==> src/rtl/onehot_codec_if.sv <==
`default_nettype none
// +----------------------------------------------------------------------+
// | onehot_codec_if                                                       |
// | Operation/result handshake bundle for onehot_codec_pipe.              |
// | Revision: 1.0                                                         |
// +----------------------------------------------------------------------+
interface onehot_codec_if #(
    parameter int SEL_W = 3
);
    localparam int N = 2 ** SEL_W;

    logic             en_b;
    logic             mode;
    logic             in_valid;
    logic             in_ready;
    logic [SEL_W-1:0] sel_in;
    logic [N-1:0]     req_b;
    logic             out_valid;
    logic             out_ready;
    logic [N-1:0]     dec_out_b;
    logic [SEL_W-1:0] enc_out;
    logic             enc_hit;

    modport master (
        output en_b, mode, in_valid, sel_in, req_b, out_ready,
        input  in_ready, out_valid, dec_out_b, enc_out, enc_hit
    );

    modport slave (
        input  en_b, mode, in_valid, sel_in, req_b, out_ready,
        output in_ready, out_valid, dec_out_b, enc_out, enc_hit
    );
endinterface
`default_nettype wire

==> src/rtl/onehot_codec_pipe.sv <==
`default_nettype none
// +----------------------------------------------------------------------+
// | onehot_codec_pipe                                                     |
// | One-hot decoder / priority encoder with a DEPTH-entry result FIFO.    |
// | Define ONEHOT_CODEC_RR_EN for rotating (round-robin) encode priority. |
// | Revision: 1.0                                                         |
// +----------------------------------------------------------------------+
module onehot_codec_pipe #(
    parameter int SEL_W = 3,
    parameter int DEPTH = 2
) (
    input  logic           clk,
    input  logic           reset,
    onehot_codec_if.slave  bus
);
    localparam int N  = 2 ** SEL_W;
    localparam int EW = N + SEL_W + 1;
    localparam int PW = (DEPTH > 1) ? $clog2(DEPTH) : 1;
    localparam int CW = $clog2(DEPTH + 1);

    logic [CW-1:0]    r_count;
    logic [PW-1:0]    r_wr;
    logic [PW-1:0]    r_rd;
    logic [EW-1:0]    r_mem [DEPTH];

    logic             w_push;
    logic             w_pop;
    logic             w_nonempty;
    logic [SEL_W-1:0] w_win;
    logic             w_any;
    logic [N-1:0]     w_dec;
    logic [SEL_W-1:0] w_enc;
    logic             w_hit;
    logic [EW-1:0]    w_head;

    function automatic logic [PW-1:0] f_next(input logic [PW-1:0] p);
        return (p == PW'(DEPTH - 1)) ? '0 : p + 1'b1;
    endfunction

`ifdef ONEHOT_CODEC_RR_EN
    logic [SEL_W-1:0] r_ptr;

    always_ff @(posedge clk) begin
        if (reset) begin
            r_ptr <= '0;
        end else if (w_push && !bus.en_b && bus.mode && w_any) begin
            r_ptr <= w_win + 1'b1;
        end
    end
`endif

    // Descending scan so the lowest offset from the start point wins last.
    always_comb begin
        w_win = '0;
        w_any = 1'b0;
        for (int i = N - 1; i >= 0; i--) begin
`ifdef ONEHOT_CODEC_RR_EN
            if (!bus.req_b[r_ptr + SEL_W'(i)]) begin
                w_win = r_ptr + SEL_W'(i);
                w_any = 1'b1;
            end
`else
            if (!bus.req_b[i]) begin
                w_win = SEL_W'(i);
                w_any = 1'b1;
            end
`endif
        end
    end

    always_comb begin
        w_dec = '1;
        w_enc = '0;
        w_hit = 1'b0;
        if (bus.en_b) begin
            w_enc = '1;
        end else if (!bus.mode) begin
            w_dec[bus.sel_in] = 1'b0;
        end else begin
            w_enc = w_win;
            w_hit = w_any;
        end
    end

    assign w_nonempty    = (r_count != '0);
    assign bus.in_ready  = (r_count < CW'(DEPTH));
    assign bus.out_valid = w_nonempty;
    assign w_push        = bus.in_valid && bus.in_ready;
    assign w_pop         = w_nonempty && bus.out_ready;

    always_ff @(posedge clk) begin
        if (reset) begin
            r_count <= '0;
            r_wr    <= '0;
            r_rd    <= '0;
        end else begin
            if (w_push) r_wr <= f_next(r_wr);
            if (w_pop)  r_rd <= f_next(r_rd);
            case ({w_push, w_pop})
                2'b10:   r_count <= r_count + 1'b1;
                2'b01:   r_count <= r_count - 1'b1;
                default: r_count <= r_count;
            endcase
        end
    end

    // Storage needs no reset: the head is masked whenever the buffer is empty.
    always_ff @(posedge clk) begin
        if (w_push && !reset) begin
            r_mem[r_wr] <= {w_dec, w_enc, w_hit};
        end
    end

    assign w_head        = r_mem[r_rd];
    assign bus.dec_out_b = w_nonempty ? w_head[EW-1 -: N]     : '1;
    assign bus.enc_out   = w_nonempty ? w_head[SEL_W:1]       : '0;
    assign bus.enc_hit   = w_nonempty ? w_head[0]             : 1'b0;

endmodule
`default_nettype wire

==> src/flat_wrapper.sv <==
// flat-port wrapper written by rule: the top's interface ports become plain ports
module onehot_codec_pipe_flat 
#(
    parameter int SEL_W = 3,
    parameter int DEPTH = 2
)
  (clk, reset, bus_en_b, bus_mode, bus_in_valid, bus_sel_in, bus_req_b, bus_out_ready, bus_in_ready, bus_out_valid, bus_dec_out_b, bus_enc_out, bus_enc_hit);
  onehot_codec_if #(.SEL_W(SEL_W)) bus_i ();
  input  logic clk;
  input  logic reset;
  input wire logic [$bits(bus_i.en_b)-1:0] bus_en_b;
  input wire logic [$bits(bus_i.mode)-1:0] bus_mode;
  input wire logic [$bits(bus_i.in_valid)-1:0] bus_in_valid;
  input wire logic [$bits(bus_i.sel_in)-1:0] bus_sel_in;
  input wire logic [$bits(bus_i.req_b)-1:0] bus_req_b;
  input wire logic [$bits(bus_i.out_ready)-1:0] bus_out_ready;
  output wire logic [$bits(bus_i.in_ready)-1:0] bus_in_ready;
  output wire logic [$bits(bus_i.out_valid)-1:0] bus_out_valid;
  output wire logic [$bits(bus_i.dec_out_b)-1:0] bus_dec_out_b;
  output wire logic [$bits(bus_i.enc_out)-1:0] bus_enc_out;
  output wire logic [$bits(bus_i.enc_hit)-1:0] bus_enc_hit;
  assign bus_i.en_b = bus_en_b;
  assign bus_i.mode = bus_mode;
  assign bus_i.in_valid = bus_in_valid;
  assign bus_i.sel_in = bus_sel_in;
  assign bus_i.req_b = bus_req_b;
  assign bus_i.out_ready = bus_out_ready;
  assign bus_in_ready = bus_i.in_ready;
  assign bus_out_valid = bus_i.out_valid;
  assign bus_dec_out_b = bus_i.dec_out_b;
  assign bus_enc_out = bus_i.enc_out;
  assign bus_enc_hit = bus_i.enc_hit;
  onehot_codec_pipe #(.SEL_W(SEL_W), .DEPTH(DEPTH)) u_core (.clk(clk), .reset(reset), .bus(bus_i));
endmodule
==> config.mk <==
export PLATFORM = sky130hd
export DESIGN_NAME = onehot_codec_pipe_flat
export DESIGN_NICKNAME = d
export VERILOG_FILES = /design/src/rtl/onehot_codec_if.sv /design/src/rtl/onehot_codec_pipe.sv /design/src/flat_wrapper.sv
export SDC_FILE = /design/constraint.sdc
export NUM_CORES = 1
export LEC_CHECK = 0
export CORE_MARGIN = 3
export CORE_UTILIZATION = 30
export CTS_BUF_LIST = sky130_fd_sc_hd__clkbuf_2
export DETAILED_ROUTE_END_ITERATION = 7
export PLACE_DENSITY_LB_ADDON = 0.2
export SETUP_SLACK_MARGIN = 0.2
export SYNTH_ARGS = -nofsm -noshare
export SYNTH_HDL_FRONTEND = slang
export SYNTH_SLANG_ARGS = --single-unit
==> constraint.sdc <==
create_clock -name clk -period 1.95 [get_ports clk]
set_input_delay 0.39 -clock clk [delete_from_list [all_inputs] [get_ports clk]]
set_output_delay 0.39 -clock clk [all_outputs]
set_load 0.01 [all_outputs]
# Yosys cells after proc, flatten, opt, wreduce, memory -nomap -nowiden
# Memories as Yosys holds them, arrays and structs flattened. A register that Yosys moved wholly into a read port is not among the register bits.
# Index checks and enable logic that the tools add are counted.
dict set report word_totals {
  ram_bits 24
  out_inout_bits 14
  mem_count 1
  elab_cells 55
  ff_bits 4
}
dict set report classes {
  n_eq_ne 2
  n_lt_le_gt_ge 3
  n_reduce_logical 7
  n_bitwise 1
  muxes 34
  add_sub_neg 4
}
# memory words word_bits rd rd_clocked_by_memory_dff wr line_no
set mem_list {}
lappend mem_list {u_core.r_mem 2 12 1 1 1 onehot_codec_pipe.sv:24} ;# logic [EW-1:0] r_mem [DEPTH];
# cell count
set op_table {}
lappend op_table {{3-bit two-way mux} 11}
lappend op_table {{8-bit two-way mux} 3}
lappend op_table {{1-bit two-way mux} 18}
lappend op_table {{8-bit inverter} 1}
lappend op_table {{1-bit logical AND} 4}
lappend op_table {{3-bit by 4-bit < comparator with 1-bit output (second input constant)} 1}
lappend op_table {{2-bit one-hot mux with 2 select lines} 1}
lappend op_table {{2-bit nonzero test} 2}
lappend op_table {{1-bit demux with 3-bit select} 1}
lappend op_table {{3-bit by 1-bit >= comparator with 1-bit output (second input constant)} 1}
lappend op_table {{1-bit adder (second input constant)} 2}
lappend op_table {{2-bit by 1-bit adder with 2-bit output (second input constant)} 1}
lappend op_table {{2-bit by 1-bit equality test with 1-bit output (second input constant)} 1}
lappend op_table {{2-bit equality test (second input constant)} 1}
lappend op_table {{2-bit < comparator (second input constant)} 1}
lappend op_table {{2-bit by 1-bit subtractor with 2-bit output (second input constant)} 1}
lappend op_table {{1-bit zero test} 1}

# Logic depth before layout (Yosys ltp)
# Gate-level depths: netlist (run 1).
dict set report depth {
  depth_word 10
  ltp_mapped 6
  depth_no_buf 6
}

# Worst setup path before layout (run 1)
# No wires, ideal clock.
dict set report synth_path {
  path_type {register to register}
  startpoint {reg u_core.r_count[1]}
  endpoint {mem u_core.r_mem[1][0] (netlist bit) (enable)}
  arrival_time_ns 1.493
  period_less_slack_ns 1.892
  path_stages_with_launch 3
  setup_ns 0.399
  path_slack_ns 0.058
  path_buffers 0
  cell_sequence {dfxtp_1 > nand2b_1 > nor3b_1}
}
dict set report synth_between {
  elab_chain_len 5
}
# item line_no
set synth_rtl {}
lappend synth_rtl {{start: declaration} onehot_codec_pipe.sv:21} ;# logic [CW-1:0] r_count;
lappend synth_rtl {{start signal: assignment} onehot_codec_pipe.sv:100} ;# 2'b10: r_count <= r_count + 1'b1;
lappend synth_rtl {{start signal: assignment} onehot_codec_pipe.sv:101} ;# 2'b01: r_count <= r_count - 1'b1;
lappend synth_rtl {{start signal: assignment} onehot_codec_pipe.sv:102} ;# default: r_count <= r_count;
lappend synth_rtl {{2-bit < comparator} onehot_codec_pipe.sv:86} ;# assign bus.in_ready = (r_count < CW'(DEPTH));
lappend synth_rtl {{1-bit logical AND} onehot_codec_pipe.sv:88} ;# assign w_push = bus.in_valid && bus.in_ready;
lappend synth_rtl {{1-bit logical AND} onehot_codec_pipe.sv:109} ;# if (w_push && !reset) begin
lappend synth_rtl {{1-bit two-way mux} onehot_codec_pipe.sv:109}
lappend synth_rtl {{1-bit two-way mux (not written as such)} onehot_codec_pipe.sv:110} ;# r_mem[r_wr] <= {w_dec, w_enc, w_hit};
lappend synth_rtl {{end: declaration} onehot_codec_pipe.sv:24}
# No other way between the ends.

==> results.ini, run 1 <==
[clocking]
cts_tree = built
cts.sinks = 29
cts.reportedPaths.clkPinSlew_ps = 130
clock_path_buffers = 2
cts_buffers = 5
hold_buffers = 0
root_buffer = clkbuf_2
cts-htree-levels = 2
clkLatencyLatePin_ps = 330

[finish]
final_cells = 206
fill_cells = 364
nets = 176
final_layout_size_suffix_gt1_share_pct = 27.22
antennaDiodeCount = 0
final_cell_mix = edfxtp_1, nand2_1, clkdlybuf4s50_1
final_common_cell = edfxtp_1
area_growth_pct = 44.07

[job]
max_cap_viol_count = 0

[logic_synthesis]
yosysWarnings = 0
netlist_area_um2 = 1266
ys_types = 25
syn_inst = 104
yosysTopAreaCell = edfxtp_1
ys_ff_latch = 29
yosysTopAreaCellShare_pct = 56.92
synth_flop_cell = edfxtp_1
ys_seq_area_share_pct = 64.82
async_flop_share_pct = 0
synth_edf_count = 24
syn-num-nets = 122
synth.area.top_cells = edfxtp_1, mux2i_1, dfxtp_1
syn_area_per_cell_um2 = 12.18

[global_routing]
grt.overflow.total = 0
grt_first_pass_wirelength_mm = 4.250
grt_pass1_vias = 928
grt_max_degree = 13
track_usage_pct = 11.18
antenna_found_initial = 0

[sta]
setup_violations = 0
worst_slack_ps = 206.2
fmax_mhz = 573.5
rsz0062_at_grt = true
hold_violations = 0
fin_skew_ps = 9.562
slew_headroom_pct = 80.12
maxSlewViolCount = 0
tightest_slew_ps = 297.3
fin_crit_sh_pct = 89.43
fin_setup_tns_ps = 0
fin_crit_ps = 1744

[worst_setup_path]
critPathArrivalTime_ps = 1350
path_class = reg -> out
path_buf_inv = 3
crit-reg2reg-launch = u_core.r_count[0]$_SDFFE_PP0P_
critical_path.cell_chain = buf_8 -> buf_6 -> mux2i_1 -> nor2_1 -> buf_2
cp.required_ps = 1560
max_stage_delay_ps = 390
crit_fanout = 6
crit_family = buffers and inverters
cp-start-kind = register
cp-end-kind = primary output
crit_slowest_cell = dfxtp_4

[placement]
dp_cells = 189
pre_cts_slack_ps = 46.29
gp_congestion = 0.8000
dpl.hpwl_mm = 1.742
io_buffer_count = 30

[routing]
wl_per_cell_um = 12.18
drt_iter0_drc = 13
finalWirelength_mm = 2.510
num_vias = 961
ant_nets = 0
vias_per_cell = 4.665
first_pass_iters = 4
drc_errors = 0

[hold_path]
hp-start = u_core.r_rd$_SDFFE_PP0N_
hold_class = reg -> reg

[power_and_ir_drop]
ir_drop_v = 0.0003415
pwr_density_cell_nw_per_um2 = 1122
p_leak_nw = 0.6452

[floorplan]
core_um2 = 3854
die_h_um = 70.97
die_width_um = 70.97
fp.dieArea_um2 = 5036
start_util_pct = 32.86
rows = 22
ios = 31

[outcome]
status = completed

-- state kept, by name, indices dropped and copies added (netlist names), named ones only --
| register | cells |
|---|---|
| u_core.r_mem | 24 |
| u_core.r_count | 2 |
| u_core.r_rd | 1 |
| u_core.r_wr | 1 |
-- cells in the mapped netlist, types with 2 or more instances --
| master | instances |
|---|---|
| nor2b_1 | 2 |
| nor3b_1 | 2 |
| nor3_1 | 2 |
| nor2_1 | 10 |
| nand3_1 | 4 |
| nand2b_1 | 2 |
| dfxtp_1 | 5 |
| nand4_1 | 2 |
| o21ai_0 | 4 |
| xor2_1 | 3 |
| edfxtp_1 | 24 |
| mux2i_1 | 12 |
| nand2_1 | 18 |
| inv_1 | 3 |
-- layout make-up --
type                            count  area (um^2)  share of cell area [%]
Clock inverter                      1        3.754                  0.2058
Timing Repair inverter              1        6.256                  0.3429
Sequential cell                    29        832.0                   45.61
Tap cell                           48        60.06                   3.292
Inverter                            4        20.02                   1.097
Timing Repair Buffer               47        429.2                   23.53
Multi-Input combinational cell     70        442.9                   24.28
Clock buffer                        6        30.03                   1.646
-- final timing paths --
kind	endpoint	slack, ps	cells after the start
worst min-delay path	u_core.r_rd$_SDFFE_PP0N_	520	2
worst min register to register	u_core.r_rd$_SDFFE_PP0N_	520	2
worst max-delay path	bus_enc_out[1]	210	5
worst max register to register	u_core.r_count[1]$_SDFFE_PP0P_	300	6
-- layer usage --
layer,vias up,GRT usage [%],routed length (um)
li1,486,-,-
met1,443,11.71,995
met2,30,19.36,1318
met3,2,3.977,155
met4,0,6.263,41
met5,-,0,0
-- cell families after synthesis --
family	synth area share [%]
AND/OR/NAND/NOR	16.40
flip-flops	64.82
multiplexers	9.487
AO/OA/AOI/OAI	3.953
buffers and inverters	1.580
XOR/XNOR	2.767
adder cells (fa/ha/maj)	0.9880
-- worst reg2reg max path, delay by kind of cell (launching register included) --
family                     cells  cell delay, ps
buffers and inverters          2             210
AOI/OAI and AO/OA              2             330
adders and majority gates      1             310
and+or+nand+nor                1             350
DFF                            1             370
-- report_power, final --
part / total (mW) / switching (mW) / internal [mW]
combinational: 0.961 / 0.436 / 0.525
clock: 0.262 / 0.178 / 0.0838
sequential: 0.825 / 0.0567 / 0.768
-- repair_timing --
item / CTS / global route
gates cloned: 2 / 0
setup endpoints to repair: 13 / 11
gates resized for setup: 58 / 12
pin swaps: 1 / 6
setup buffers: 8 / 0
-- through the flow --
step	total power, mW	cell area [um^2]	utilization [%]	hold WS (ps)
floorplan	1.191	1276	-	459.1
global placement	1.558	1704	44.22	485.6
detailed placement	1.574	1704	44.22	500.9
CTS	2.049	1818	47.18	532.4
global route	2.199	1824	47.34	572.5
finish	2.048	1824	47.34	523.5
Power figures use the tool's default switching activity.
==> run 2: changes to the inputs <==
- HOLD_SLACK_MARGIN: unset -> 0.05
==> results of run 2 <==
Final layout, timing and power as in run 1 (identical DEF).
==> run 3: changes to the inputs <==
- CTS_CLUSTER_DIAMETER: unset -> 150
- PLACE_DENSITY_LB_ADDON: 0.2 -> unset
==> results.ini, run 3 (synthesized netlist as in run 1, its figures left out) <==
[outcome]
status = completed

[routing]
num_vias = 956  ; -0.52%
finalWirelength_mm = 2.495  ; -0.60%
first_pass_iters = 4  ; unchanged
ant_nets = 0  ; unchanged
vias_per_cell = 4.686  ; +0.45%
drt_iter0_drc = 51  ; +38
wl_per_cell_um = 12.23  ; +0.38%
drc_errors = 0  ; unchanged

[clocking]
cts-htree-levels = 2  ; unchanged
cts.reportedPaths.clkPinSlew_ps = 120  ; about the same
cts_buffers = 5  ; unchanged
clock_path_buffers = 2  ; unchanged
root_buffer = clkbuf_2
cts.sinks = 29  ; unchanged
clkLatencyLatePin_ps = 330  ; about the same
cts_tree = built

[finish]
largest-register = u_core.r_mem
final_cell_mix = edfxtp_1, nand2_1, clkdlybuf4s50_1
antennaDiodeCount = 0  ; unchanged
fill_cells = 365  ; +0.27%
largest_register_ffs = 24  ; unchanged
final_common_cell = edfxtp_1
nets = 173  ; -1.7%
final_layout_size_suffix_gt1_share_pct = 28.85  ; +1.6 points
area_growth_pct = 41.40
reg_top3 = u_core.r_mem (24), u_core.r_count (2)

[worst_setup_path]
cp-start-kind = register
cp.required_ps = 1560  ; about the same
critical_path.cell_chain = buf_6 -> buf_6 -> mux2i_2 -> nand2_1 -> buf_6
crit-reg2reg-launch = u_core.r_count[0]$_SDFFE_PP0P_
r2r_end = u_core.r_count[1]$_SDFFE_PP0P_
crit_slowest_cell = dfxtp_2
r2r_cells = 6  ; unchanged
path_class = reg -> out
crit_fanout = 7  ; +1
cp-end-kind = primary output
cpMostUsedCell = buf_6
max_stage_delay_ps = 360  ; -30 ps
rrSetupSlack_ps = 350  ; +50 ps
critPathArrivalTime_ps = 1330  ; -20 ps

[floorplan]
ios = 31  ; unchanged
die_h_um = 70.97  ; unchanged
start_util_pct = 32.86  ; unchanged
core_um2 = 3854  ; unchanged
fp.dieArea_um2 = 5036  ; unchanged
die_width_um = 70.97  ; unchanged
rows = 22  ; unchanged

[placement]
io_buffer_count = 30  ; unchanged
dpl.hpwl_mm = 1.830  ; +5.1%
gp_congestion = 0.7945  ; -0.69%
pre_cts_slack_ps = 59.03  ; +12.74 ps

[sta]
rsz0062_at_grt = true
hold_violations = 0  ; unchanged
worst_slack_ps = 232.8  ; +26.57 ps
tightest_slew_ps = 271.3  ; -26.02 ps
fmax_mhz = 582.3  ; +1.5%
fin_crit_ps = 1717  ; -26.56 ps
fin_crit_sh_pct = 88.06  ; -1.4 points
slew_headroom_pct = 81.86  ; +1.7 points
setup_violations = 0  ; unchanged
hold_ws_ps = 524.3  ; +0.8280 ps
maxSlewViolCount = 0  ; unchanged
fin_setup_tns_ps = 0  ; unchanged
fin_skew_ps = 12.65  ; +3.090 ps

[hold_path]
hp-start = u_core.r_rd$_SDFFE_PP0N_
hold_class = reg -> reg
holdPathStages = 2  ; unchanged
min_to = u_core.r_rd$_SDFFE_PP0N_

[global_routing]
grt_max_degree = 13  ; unchanged
antenna_found_initial = 0  ; unchanged
track_usage_pct = 11.09  ; -0.095 points
grt_first_pass_wirelength_mm = 4.333  ; +2.0%
grt.overflow.total = 0  ; unchanged
grt_pass1_vias = 975  ; +5.1%

[power_and_ir_drop]
pwr_density_cell_nw_per_um2 = 1122  ; about the same
p_leak_nw = 0.6338  ; -1.8%
p_total_mw = 2.009  ; -1.9%
ir_drop_v = 0.0003133  ; -8.3%

[job]
max_cap_viol_count = 0  ; unchanged

run 3: cell count changes in the layout (fill, tap and decap cells not counted), sizes merged:
cell,delta
buf,-11
clkbuf,+9
clkdlybuf4s15,+1
dlygate4sd2,-1
run 3: how the worst max path moves through the flow:
stage / end / cells past startpoint
6_report: bus_dec_out_b[3] / 5
5_1_grt: bus_dec_out_b[3] / 5
4_1_cts: bus_dec_out_b[4] / 4
3_5_place_dp: u_core.r_count[1]$_SDFFE_PP0P_ / 6
3_3_place_gp: u_core.r_count[1]$_SDFFE_PP0P_ / 6
2_1_floorplan: u_core.r_mem[1][0]$_DFFE_PP_ / 2
run 3: layout make-up:
| class | instances | area, um^2 | area share (%) |
|---|---|---|---|
| clock inverters | 1 | 3.754 | 0.2096 |
| flip-flops and latches | 29 | 829.5 | 46.33 |
| multi-input cells | 70 | 457.9 | 25.58 |
| repair inverters | 1 | 8.758 | 0.4892 |
| repair buffers | 44 | 375.4 | 20.96 |
| well taps | 48 | 60.06 | 3.354 |
| clock buffers | 7 | 35.03 | 1.957 |
| inverters | 4 | 20.02 | 1.118 |
run 3: where the power goes:
| part | leakage, nW | switching, mW | total, mW | internal (mW) |
|---|---|---|---|---|
| clock | 0.0306 | 0.175 | 0.271 | 0.0963 |
| sequential | 0.237 | 0.0507 | 0.816 | 0.766 |
| combinational | 0.366 | 0.440 | 0.922 | 0.482 |
| total | 0.634 | 0.665 | 2.01 | 1.34 |
run 3: through the flow:
step | util (%) | instance area [um^2] | cells
after floorplan | - | 1276 | 104
after global placement | 43.90 | 1692 | 189
after detailed placement | 43.90 | 1692 | 189
after CTS | 46.53 | 1793 | 202
after global routing | 46.46 | 1790 | 204
final | 46.46 | 1790 | 204
run 3: routing by layer:
layer,global-route usage (%),vias up,wire (um)
met2,19.05,30,1351
met1,11.78,441,960
met3,3.551,6,126
li1,-,479,-
met4,6.681,0,57
met5,0,-,0
run 3: what timing repair did:
item / in CTS / in global routing
hold buffers: 0 / 0
pin swaps: 1 / 3
buffers inserted: 4 / 2
gates resized for setup: 40 / 22
endpoints found under the setup margin: 13 / 14
gates cloned: 1 / 0
run 3: worst max-delay path, delay by kind of cell, from the launching register on:
| kind | cells | cell delay (ps) |
|---|---|---|
| flip-flops | 1 | 360 |
| buffers and inverters | 3 | 370 |
| multiplexers | 1 | 190 |
| AND/OR/NAND/NOR | 1 | 80 |
